[config.mk]
export PLATFORM = sky130hd
export DESIGN_NAME = mem_arbiter_flat
export DESIGN_NICKNAME = d
export VERILOG_FILES = /design/src/rtl/mem_arbiter_if.sv /design/src/rtl/mem_arbiter.sv /design/src/flat_wrapper.sv
export SDC_FILE = /design/constraint.sdc
export NUM_CORES = 1
export LEC_CHECK = 0
export ABC_AREA = 1
export CAP_MARGIN = 20
export CORE_AREA = 5 5 101 103
export DETAILED_ROUTE_END_ITERATION = 10
export DIE_AREA = 0 0 106 108
export GPL_TIMING_DRIVEN = 0
export HOLD_SLACK_MARGIN = 0.15
export PLACE_DENSITY = 0.83
export SETUP_SLACK_MARGIN = 0.15
export SLEW_MARGIN = 0
export SYNTH_ARGS = -nofsm -noshare
export SYNTH_HDL_FRONTEND = slang
export SYNTH_SLANG_ARGS = --single-unit
[constraint.sdc]
create_clock -name CLK -period 4.8 [get_ports CLK]
set_input_delay 0.96 -clock CLK [delete_from_list [all_inputs] [get_ports CLK]]
set_output_delay 0.96 -clock CLK [all_outputs]
set_load 0.1 [all_outputs]
[src/rtl/mem_arbiter_if.sv]
// Bundle of the datapath fetch/load-store ports and the unified RAM port.
// "master" is the arbiter's view; "slave" is the view of whatever drives the datapath and RAM sides.
interface mem_arbiter_if;
    logic        iREN;
    logic [31:0] iaddr;
    logic        iwait;
    logic [31:0] iload;
    logic        dREN;
    logic        dWEN;
    logic [31:0] daddr;
    logic [31:0] dstore;
    logic        dwait;
    logic [31:0] dload;
    logic        ramREN;
    logic        ramWEN;
    logic [31:0] ramaddr;
    logic [31:0] ramstore;
    logic [31:0] ramload;
    logic [1:0]  ramstate;
    logic        err;

    modport master (
        input  iREN, iaddr, dREN, dWEN, daddr, dstore, ramload, ramstate,
        output iwait, iload, dwait, dload, ramREN, ramWEN, ramaddr, ramstore, err
    );

    modport slave (
        output iREN, iaddr, dREN, dWEN, daddr, dstore, ramload, ramstate,
        input  iwait, iload, dwait, dload, ramREN, ramWEN, ramaddr, ramstore, err
    );
endinterface

[src/rtl/mem_arbiter.sv]
// Grants the single-ported RAM to either the data or the instruction port, with data priority,
// a per-grant timeout watchdog and a sticky error flag.
module mem_arbiter #(
    parameter int unsigned TIMEOUT = 64,
    parameter logic [31:0] BADWORD = 32'hBAD1BAD1
) (
    input logic           CLK,
    input logic           nRST,
    mem_arbiter_if.master bus
);

    localparam int unsigned TW = $clog2(TIMEOUT + 1);
    localparam logic [1:0] RAM_ACCESS = 2'd2;
    localparam logic [1:0] RAM_ERROR  = 2'd3;

    typedef enum logic [1:0] {IDLE, DGNT, IGNT} state_t;

    state_t        state_reg;
    logic [TW-1:0] tcnt_reg;
    logic          err_reg;

    logic req_held;
    logic access;
    logic fault;

    // A grant only completes while its requester still holds the request; dropping it aborts quietly.
    always_comb begin
        req_held = 1'b0;
        case (state_reg)
            DGNT:    req_held = bus.dREN | bus.dWEN;
            IGNT:    req_held = bus.iREN;
            default: req_held = 1'b0;
        endcase
        access = req_held && (bus.ramstate == RAM_ACCESS);
        fault  = req_held && !access &&
                 ((bus.ramstate == RAM_ERROR) || (tcnt_reg == TW'(TIMEOUT - 1)));
    end

    always_comb begin
        bus.ramREN   = 1'b0;
        bus.ramWEN   = 1'b0;
        bus.ramaddr  = 32'h0;
        bus.ramstore = 32'h0;
        bus.iwait    = 1'b1;
        bus.iload    = 32'h0;
        bus.dwait    = 1'b1;
        bus.dload    = 32'h0;
        bus.err      = err_reg;
        case (state_reg)
            DGNT: begin
                bus.ramaddr  = bus.daddr;
                bus.ramstore = bus.dstore;
                bus.ramWEN   = bus.dWEN;
                bus.ramREN   = bus.dREN & ~bus.dWEN;
                if (access || fault) begin
                    bus.dwait = 1'b0;
                    if (fault)
                        bus.dload = BADWORD;
                    else if (bus.dREN && !bus.dWEN)
                        bus.dload = bus.ramload;
                end
            end
            IGNT: begin
                bus.ramaddr = bus.iaddr;
                bus.ramREN  = 1'b1;
                if (access || fault) begin
                    bus.iwait = 1'b0;
                    bus.iload = fault ? BADWORD : bus.ramload;
                end
            end
            default: ;
        endcase
    end

    always_ff @(posedge CLK or negedge nRST) begin
        if (!nRST) begin
            state_reg <= IDLE;
            tcnt_reg  <= '0;
            err_reg   <= 1'b0;
        end else begin
            case (state_reg)
                IDLE: begin
                    tcnt_reg <= '0;
                    if (bus.dREN || bus.dWEN)
                        state_reg <= DGNT;
                    else if (bus.iREN)
                        state_reg <= IGNT;
                end
                default: begin
                    if (!req_held || access || fault)
                        state_reg <= IDLE;
                    if (tcnt_reg != '1)
                        tcnt_reg <= tcnt_reg + 1'b1;
                    if (fault)
                        err_reg <= 1'b1;
                end
            endcase
        end
    end

endmodule
[src/flat_wrapper.sv]
// flat-port wrapper written by rule: the top's interface ports become plain ports
module mem_arbiter_flat 
#(
    parameter int unsigned TIMEOUT = 64,
    parameter logic [31:0] BADWORD = 32'hBAD1BAD1
)
  (CLK, nRST, bus_iREN, bus_iaddr, bus_dREN, bus_dWEN, bus_daddr, bus_dstore, bus_ramload, bus_ramstate, bus_iwait, bus_iload, bus_dwait, bus_dload, bus_ramREN, bus_ramWEN, bus_ramaddr, bus_ramstore, bus_err);
  mem_arbiter_if bus_i ();
  input logic CLK;
  input logic nRST;
  input wire logic [$bits(bus_i.iREN)-1:0] bus_iREN;
  input wire logic [$bits(bus_i.iaddr)-1:0] bus_iaddr;
  input wire logic [$bits(bus_i.dREN)-1:0] bus_dREN;
  input wire logic [$bits(bus_i.dWEN)-1:0] bus_dWEN;
  input wire logic [$bits(bus_i.daddr)-1:0] bus_daddr;
  input wire logic [$bits(bus_i.dstore)-1:0] bus_dstore;
  input wire logic [$bits(bus_i.ramload)-1:0] bus_ramload;
  input wire logic [$bits(bus_i.ramstate)-1:0] bus_ramstate;
  output wire logic [$bits(bus_i.iwait)-1:0] bus_iwait;
  output wire logic [$bits(bus_i.iload)-1:0] bus_iload;
  output wire logic [$bits(bus_i.dwait)-1:0] bus_dwait;
  output wire logic [$bits(bus_i.dload)-1:0] bus_dload;
  output wire logic [$bits(bus_i.ramREN)-1:0] bus_ramREN;
  output wire logic [$bits(bus_i.ramWEN)-1:0] bus_ramWEN;
  output wire logic [$bits(bus_i.ramaddr)-1:0] bus_ramaddr;
  output wire logic [$bits(bus_i.ramstore)-1:0] bus_ramstore;
  output wire logic [$bits(bus_i.err)-1:0] bus_err;
  assign bus_i.iREN = bus_iREN;
  assign bus_i.iaddr = bus_iaddr;
  assign bus_i.dREN = bus_dREN;
  assign bus_i.dWEN = bus_dWEN;
  assign bus_i.daddr = bus_daddr;
  assign bus_i.dstore = bus_dstore;
  assign bus_i.ramload = bus_ramload;
  assign bus_i.ramstate = bus_ramstate;
  assign bus_iwait = bus_i.iwait;
  assign bus_iload = bus_i.iload;
  assign bus_dwait = bus_i.dwait;
  assign bus_dload = bus_i.dload;
  assign bus_ramREN = bus_i.ramREN;
  assign bus_ramWEN = bus_i.ramWEN;
  assign bus_ramaddr = bus_i.ramaddr;
  assign bus_ramstore = bus_i.ramstore;
  assign bus_err = bus_i.err;
  mem_arbiter #(.TIMEOUT(TIMEOUT), .BADWORD(BADWORD)) u_core (.CLK(CLK), .nRST(nRST), .bus(bus_i));
endmodule
# After elaboration in Yosys (flattened, before gate mapping)
# Index checks and enable logic that the tools add are counted.
# word_totals
reg_bits	10
latchBits	0
mem_bits_rw	0
romBits	0
elab_cells	53
mem_count	0
# op_classes
n_addsub	1
mul	0
div	0
n_lt_le_gt_ge	0
eq_ne	7
shifts	0
n_mux	21
n_bitwise	4
reduce_logical	17
# ops
cell	count
$mux W32	8
$pmux W32 S2	1
$mux W7	2
$mux W2	4
$add A7 B1 Y7 const B	1
$eq A7 B6 Y1 const B	1
$ne A7 B7 Y1 const B	1
$eq A2 B2 Y1 const B	3
$logic_or A1 B1 Y1	5
$logic_and A1 B1 Y1	4
$mux W1	4
$pmux W1 S2	2
$reduce_and A2 Y1	2
$reduce_bool A2 Y1	2
$logic_not A1 Y1	3
$ne A3 B2 Y1 const B	1
$eq A2 B1 Y1 const B	1
$logic_not A2 Y1	1
$not A1 Y1	2
$and A1 B1 Y1	1
$or A1 B1 Y1	1

# Logic depth before layout (Yosys ltp)
# Gate-level depths: netlist of the first run.
# logic_depth
ltp_word	9
depth_mapped	10

# Least setup slack after synthesis of the first run
# No wires, ideal clock.
# synth_path
path_type	input -> output
startpoint	input port bus_ramstate[1]
endpoint	output port bus_dload[10]
t_arrival_ps	3593
slack_ps	247
cell_stages	5
n_path_buf	1
path_cell_list	inv_1 nor2_2 clkbuf_1 nand3_1 nor3_1
# synth_via
elab_chain_len	8
elab_cells_between_ends	11
classes_between	eq/ne: 2; mux: 3; reduce/logical: 6
# synth_rtl
element	line_no	rtl
start: declaration	flat_wrapper.sv:18	input wire logic [$bits(bus_i.ramstate)-1:0] bus_ramstate;
$eq A2 B2 Y1	mem_arbiter.sv:34	access = req_held && (bus.ramstate == RAM_ACCESS);
$logic_and A1 B1 Y1	mem_arbiter.sv:34	
$logic_not A1 Y1	mem_arbiter.sv:35	fault = req_held && !access &&
$logic_and A1 B1 Y1 (2 in series)	mem_arbiter.sv:35	
$mux W32 / $logic_or A1 B1 Y1 (equally long branches)	mem_arbiter.sv:57, mem_arbiter.sv:55	
$mux W32 (*)	mem_arbiter.sv:55	if (access || fault) begin
$mux W32 (*)	mem_arbiter.sv:49	case (state_reg)
end: declaration	flat_wrapper.sv:22	output wire logic [$bits(bus_i.dload)-1:0] bus_dload;
# Every way passes the cells marked *; elsewhere a longest branch is shown, timed or not.

# Worst setup path in the final report of the first run
# layout_path
startpoint	input port bus_iREN
endpoint	output port bus_iload[6]
# layout_via
elab_chain_len	8
elab_cells_between_ends	9
classes_between	mux: 4; reduce/logical: 5
# layout_rtl
element	line_no	rtl
start: declaration	flat_wrapper.sv:11	input wire logic [$bits(bus_i.iREN)-1:0] bus_iREN;
$pmux W1 S2 (*)	mem_arbiter.sv:29	case (state_reg)
$logic_and A1 B1 Y1	mem_arbiter.sv:34	
$logic_not A1 Y1	mem_arbiter.sv:35	
$logic_and A1 B1 Y1 (2 in series)	mem_arbiter.sv:35	
$mux W32 / $logic_or A1 B1 Y1 (equally long branches)	mem_arbiter.sv:68, mem_arbiter.sv:66	
$mux W32 (*)	mem_arbiter.sv:66	if (access || fault) begin
$mux W32 (*)	mem_arbiter.sv:49	
end: declaration	flat_wrapper.sv:20	output wire logic [$bits(bus_i.iload)-1:0] bus_iload;
# Marks and branches as above.

==> qor.yml, run 1 <==
reg2reg_slack_ns: 3.01
core_area_mm2: 0.00911
setup_violations: 0
final_cell_mix: "clkdlybuf4s50_1, nand2_1, nor2_1"
p_seq_share_pct: 6.0
clk_latency_ns: 0.24
dieWidth_um: 106
cts_tree: "built"
power-per-cell-area_mw_per_mm2: 388
fin_nets: 842
dpl.hpwl_um: 10600
max_stage_delay_ns: 1.15
first_pass_iters: 4
routed_wl_um: 12500
r2r-start: "u_core.state_reg[0]"
synth_top_family_by_area: "simple AND/OR/NAND/NOR gates"
synth_cell_types: 25
drive_gt1_share_pct: 4.29
crit_fanout: 10
synthCells: 430
cp-start-kind: "primary input"
power_w: 0.00195
antenna_found_initial: 0
seq_area_um2: 250
cts_setup_buffers: 0
max-clock-path-buffers: 2
ys_seq_area_share_pct: 11.9
ant_nets: 0
path_cells: "clkdlybuf4s50_1, nand2_2, a21oi_4, nand2_1, inv_2, nand2_1, buf_2, nor2_1, clkdlybuf4s50_1"
track_usage_pct: 19.9
grt_pass1_wl_um: 18600
hp-start: "u_core.bus.err"
synthSimpleGateAreaFrac_pct: 44.4
drc: 0
cp_slowest_cell: "clkdlybuf4s50_1"
netlist_area_mm2: 0.00210
root_buffer: "clkbuf_8"
synthXorXnorAreaFrac_pct: 0.417
synth_seq_cells: 10
port-buffer-count: 267
synth_mux_area_share_pct: 0
dp.cells: 808
reg2reg_depth: 10
diodes: 0
cp.arrival_ns: 3.57
grt_overflow: 0
syn_to_final_growth_pct: 139
routedWlPerCell_um: 15.4
syn_avg_cell_area_um2: 4.88
timing.final.hold_violations: 0
min_path_cells: 1
rows: 35
synthAdderAreaFrac_pct: 2.98
crit_required_ns: 3.84
syn_nets: 570
die_y_um: 108
fin_skew_ns: 0.00275
clock.fmax_mhz: 221
fin_cells: 811
status: "complete, no violations"
rsz0062_at_grt: "no"
worst_pin_slew_ns: 1.04
min_path_type: "flip-flop to flip-flop"
dieArea_mm2: 0.0114
largest_reg_flops: 7
multi_input_area_mm2: 0.00143
fillerInstances: 846
viasPerCell: 4.63
grt_pass1_vias: 3769
hold_end: "u_core.bus.err"
tns_ns: 0
synth-compound-area-share_pct: 20.5
yosys_warnings: 0
p_leak_nw: 2.66
slew_headroom_pct: 30.8
vias: 3751
dr.first_iter.drc_count: 183
period_needed_ns: 4.53
combPwrFrac_pct: 89.6
switchingPower_w: 0.00137
clockPowerShare_pct: 4.5
fin_crit_sh_pct: 94.3
switching_share_pct: 70.2
grt_max_degree: 11
cp-end-kind: "output port"
start_util_pct: 23.0
timing.rr.end: "u_core.bus.err"
ir_drop_v: 0.000295
gp_congestion: 0.896
ioPinCount: 268
clkSlewWorstSetupHoldPaths_ns: 0.04
clock_sinks: 10
finalMaxSlewViolations: 0
htree_levels: 1
internal_power_w: 0.000580
maxCapViolCount: 0
cts_buffers: 3
path_class: "primary input to output port"
final_common_cell: "clkdlybuf4s50_1"
## worst max-delay path: cells and delay by family
family                 cells  cell delay [ns]
buffers and inverters      4             1.98
AND/OR/NAND/NOR            4             0.41
AO/OA/AOI/OAI              1             0.21
## power groups by stage
stage / clock network [W] / logic [W] / registers [W]
after floorplan: 0 / 0.00125 / 0.000141
after global placement: 0 / 0.00173 / 0.000115
after detailed placement: 0 / 0.00174 / 0.000117
after CTS: 0.0000879 / 0.00175 / 0.000116
after global routing: 0.0000902 / 0.00183 / 0.000119
final: 0.0000868 / 0.00174 / 0.000116
## stage by stage
step | instance area, um^2 | util, % | hold WS, ns | worst slack (ns)
2_1_floorplan | 2100 | - | 0.467 | 0.247
3_3_place_gp | 4910 | 53.9 | 0.461 | 0.231
3_5_place_dp | 4910 | 53.9 | 0.465 | 0.135
4_1_cts | 4950 | 54.3 | 0.475 | 0.179
5_1_grt | 5010 | 55.1 | 0.522 | 0.148
6_report | 5010 | 55.1 | 0.474 | 0.272
## worst max-delay path by stage
| stage | start | end | depth (start not counted) |
|---|---|---|---|
| 2_1_floorplan | bus_ramstate[1] | bus_dload[10] | 5 |
| 3_3_place_gp | bus_iREN | bus_dload[13] | 9 |
| 3_5_place_dp | bus_iREN | bus_dload[13] | 9 |
| 4_1_cts | bus_iREN | bus_iload[22] | 9 |
| 5_1_grt | bus_ramstate[1] | bus_dload[18] | 7 |
| 6_report | bus_iREN | bus_iload[6] | 9 |
## layer usage
metal  GRT usage (%)  vias up  wire [um]
met5               0        -          0
met4            5.46        0        278
met3            4.12       23        915
met2            38.2      176       6550
met1            22.1     1687       4760
li1                -     1865          -
## synthesized netlist by cell type, drive strengths merged
master	instances	area [um^2]
o21ai	3	18.8
o21bai	2	15.0
nor3	14	70.1
a21oi	73	377
nor2	75	284
nand2	123	472
xnor2	1	8.76
inv	67	251
dfrtp	10	250
o21a	1	7.51
nand3	20	100
clkbuf	13	48.8
ha	5	62.6
a31oi	2	12.5
or2	1	6.26
buf	20	114
## logic make-up (layout without fill, tap and decap cells)
kind of cell	Yosys count	count (layout)
compound gates	81	81
xor+xnor	1	1
fa+ha+maj	5	5
buf+inv	100	370
flops	10	10
simple gates	233	233
## repair_timing
action,CTS,global route
setup endpoints to repair,1,26
cloned,0,0
gates resized for setup,1,26
hold buffers,0,0
## area by class of cell
| cell class | count | area share (%) |
|---|---|---|
| tap | 111 | 2.77 |
| sequential | 10 | 4.99 |
| inverter | 67 | 5.01 |
| buffer | 33 | 3.24 |
| clock buffer | 3 | 0.823 |
| multi-input combinational | 320 | 28.6 |
| timing repair buffer | 267 | 54.6 |
(Power assumes the default switching activity.)
==> run 2: changes to the inputs <==
--- a/config.mk
+++ b/config.mk
@@ -7,13 +7,12 @@
 export LEC_CHECK = 0
 export ABC_AREA = 1
 export CAP_MARGIN = 20
-export CORE_AREA = 5 5 101 103
+export CORE_AREA = 2 2 104 106
 export DETAILED_ROUTE_END_ITERATION = 10
 export DIE_AREA = 0 0 106 108
 export GPL_TIMING_DRIVEN = 0
 export HOLD_SLACK_MARGIN = 0.15
-export PLACE_DENSITY = 0.83
-export SETUP_SLACK_MARGIN = 0.15
+export PLACE_DENSITY = 0.76
 export SLEW_MARGIN = 0
 export SYNTH_ARGS = -nofsm -noshare
 export SYNTH_HDL_FRONTEND = slang
==> run 2 against run 1 <==
Compared with the run above: register-to-register slack lost 0.04 ns; hold slack gained 0.0061 ns; core utilization shrank 6.3 points; cell area shrank 0.60%; die area is the same.
==> qor.yml, run 2 (synthesized netlist as in run 1, its figures left out) <==
path_class: "primary input to output port"
routedWlPerCell_um: 14.3
cp-end-kind: "output port"
grt_overflow: 0
clock_sinks: 10
dr_wl_met2_um: 6160
ant_nets: 0
final_common_cell: "clkdlybuf4s50_1"
p_leak_nw: 2.19
drive_gt1_share_pct: 4.29
start_util_pct: 20.5
cts_setup_buffers: 0
crit_fanout: 10
vias: 3669
maxCapViolCount: 0
gp_congestion: 0.832
status: "complete, no violations"
track_usage_pct: 19.2
rsz0062_at_grt: "no"
viasPerCell: 4.39
power-per-cell-area_mw_per_mm2: 391
min_path_type: "flip-flop to flip-flop"
antenna_found_initial: 0
grt_max_degree: 11
first_pass_iters: 6
diodes: 0
dieArea_mm2: 0.0114
setup_violations: 0
timing.final.hold_violations: 0
fin_nets: 842
period_needed_ns: 4.65
cp-start-kind: "primary input"
clkSlewWorstSetupHoldPaths_ns: 0.05
dieWidth_um: 106
top_layer: "met4"
drt-met1-wl_um: 4580
largest_reg_flops: 7
root_buffer: "clkbuf_8"
ir_drop_v: 0.000316
final_cell_mix: "clkdlybuf4s50_1, nand2_1, nor2_1"
grt_pass1_vias: 3520
cts_tree: "built"
port-buffer-count: 267
rows: 37
max-clock-path-buffers: 2
fin_crit_sh_pct: 96.8
finalMaxSlewViolations: 0
routed_wl_um: 11900
crit_required_ns: 3.84
clock.fmax_mhz: 215
cp.arrival_ns: 3.69
clk_latency_ns: 0.24
power_w: 0.00195
ioPinCount: 268
slew_headroom_pct: 30.4
drc: 0
met3_length_um: 976
fin_skew_ns: 0.00263
tns_ns: 0
core_area_mm2: 0.0102
worst_pin_slew_ns: 1.04
dr.first_iter.drc_count: 229
grt_pass1_wl_um: 17800
dpl.hpwl_um: 10100
cts_buffers: 3
syn_to_final_growth_pct: 138
die_y_um: 108
htree_levels: 1
[run 2: changes by cell type in the layout (fill, tap and decap cells not counted), sizes merged]
cell           delta
clkdlybuf4s50    +26
dlymetal6s2s     -25
dlygate4sd2       -1
[run 2: timing repair]
item	in CTS	in global routing
gates resized for setup	0	1
hold buffers	0	0
setup endpoints to repair	0	1
[run 2: layout make-up]
cell class | count | area, um^2
Buffer | 33 | 163
Clock buffer | 3 | 41.3
Tap cell | 136 | 170
Fill cell | 1036 | 5250
Multi-Input combinational cell | 320 | 1430
Timing Repair Buffer | 267 | 2680
Sequential cell | 10 | 250
Inverter | 67 | 251
[run 2: power by group]
group,internal (W),total [W],switching (W)
clock,0.0000549,0.0000878,0.0000329
sequential,0.000101,0.000116,0.0000151
combinational,0.000424,0.00175,0.00132
[run 2: path summary, 6_finish.rpt]
kind	cells past startpoint	slack, ns	endpoint	from
worst max-delay path	9	0.15	bus_iload[27]	bus_dWEN
worst max register to register	10	2.97	u_core.bus.err	u_core.state_reg[0]
worst min register to register	1	0.48	u_core.bus.err	u_core.bus.err
max in group asynchronous	1	3.44	u_core.bus.err	nRST
worst min-delay path	1	0.48	u_core.bus.err	u_core.bus.err
min in group asynchronous	1	1.04	u_core.tcnt_reg[3]	nRST
[run 2: routing by layer]
layer / GRT usage (%) / up-vias
met1: 21.6 / 1632
li1: - / 1858
met4: 4.42 / 0
met2: 36.7 / 167
met3: 4.28 / 12
met5: 0 / -
[run 2: worst max-delay path, stage by stage]
cell and delay, ns:
clkdlybuf4s50_1 0.54, o21ai_2 0.11, nand2_1 0.07, nand3_1 0.14, inv_2 0.22, buf_2 0.27, a21oi_1 0.11, nor2_1 0.12
clkdlybuf4s50_1 1.15
[run 2: stage by stage]
stage / util (%) / instance area (um^2) / instances / hold WS, ns / setup WS, ns
after detailed placement: 48.3 / 4940 / 833 / 0.475 / 0.170
final: 48.7 / 4980 / 836 / 0.480 / 0.155
after global routing: 48.7 / 4980 / 836 / 0.511 / 0.00351
after global placement: 48.3 / 4940 / 833 / 0.466 / 0.238
after CTS: 48.7 / 4980 / 836 / 0.485 / 0.162
after floorplan: - / 2100 / 430 / 0.467 / 0.247
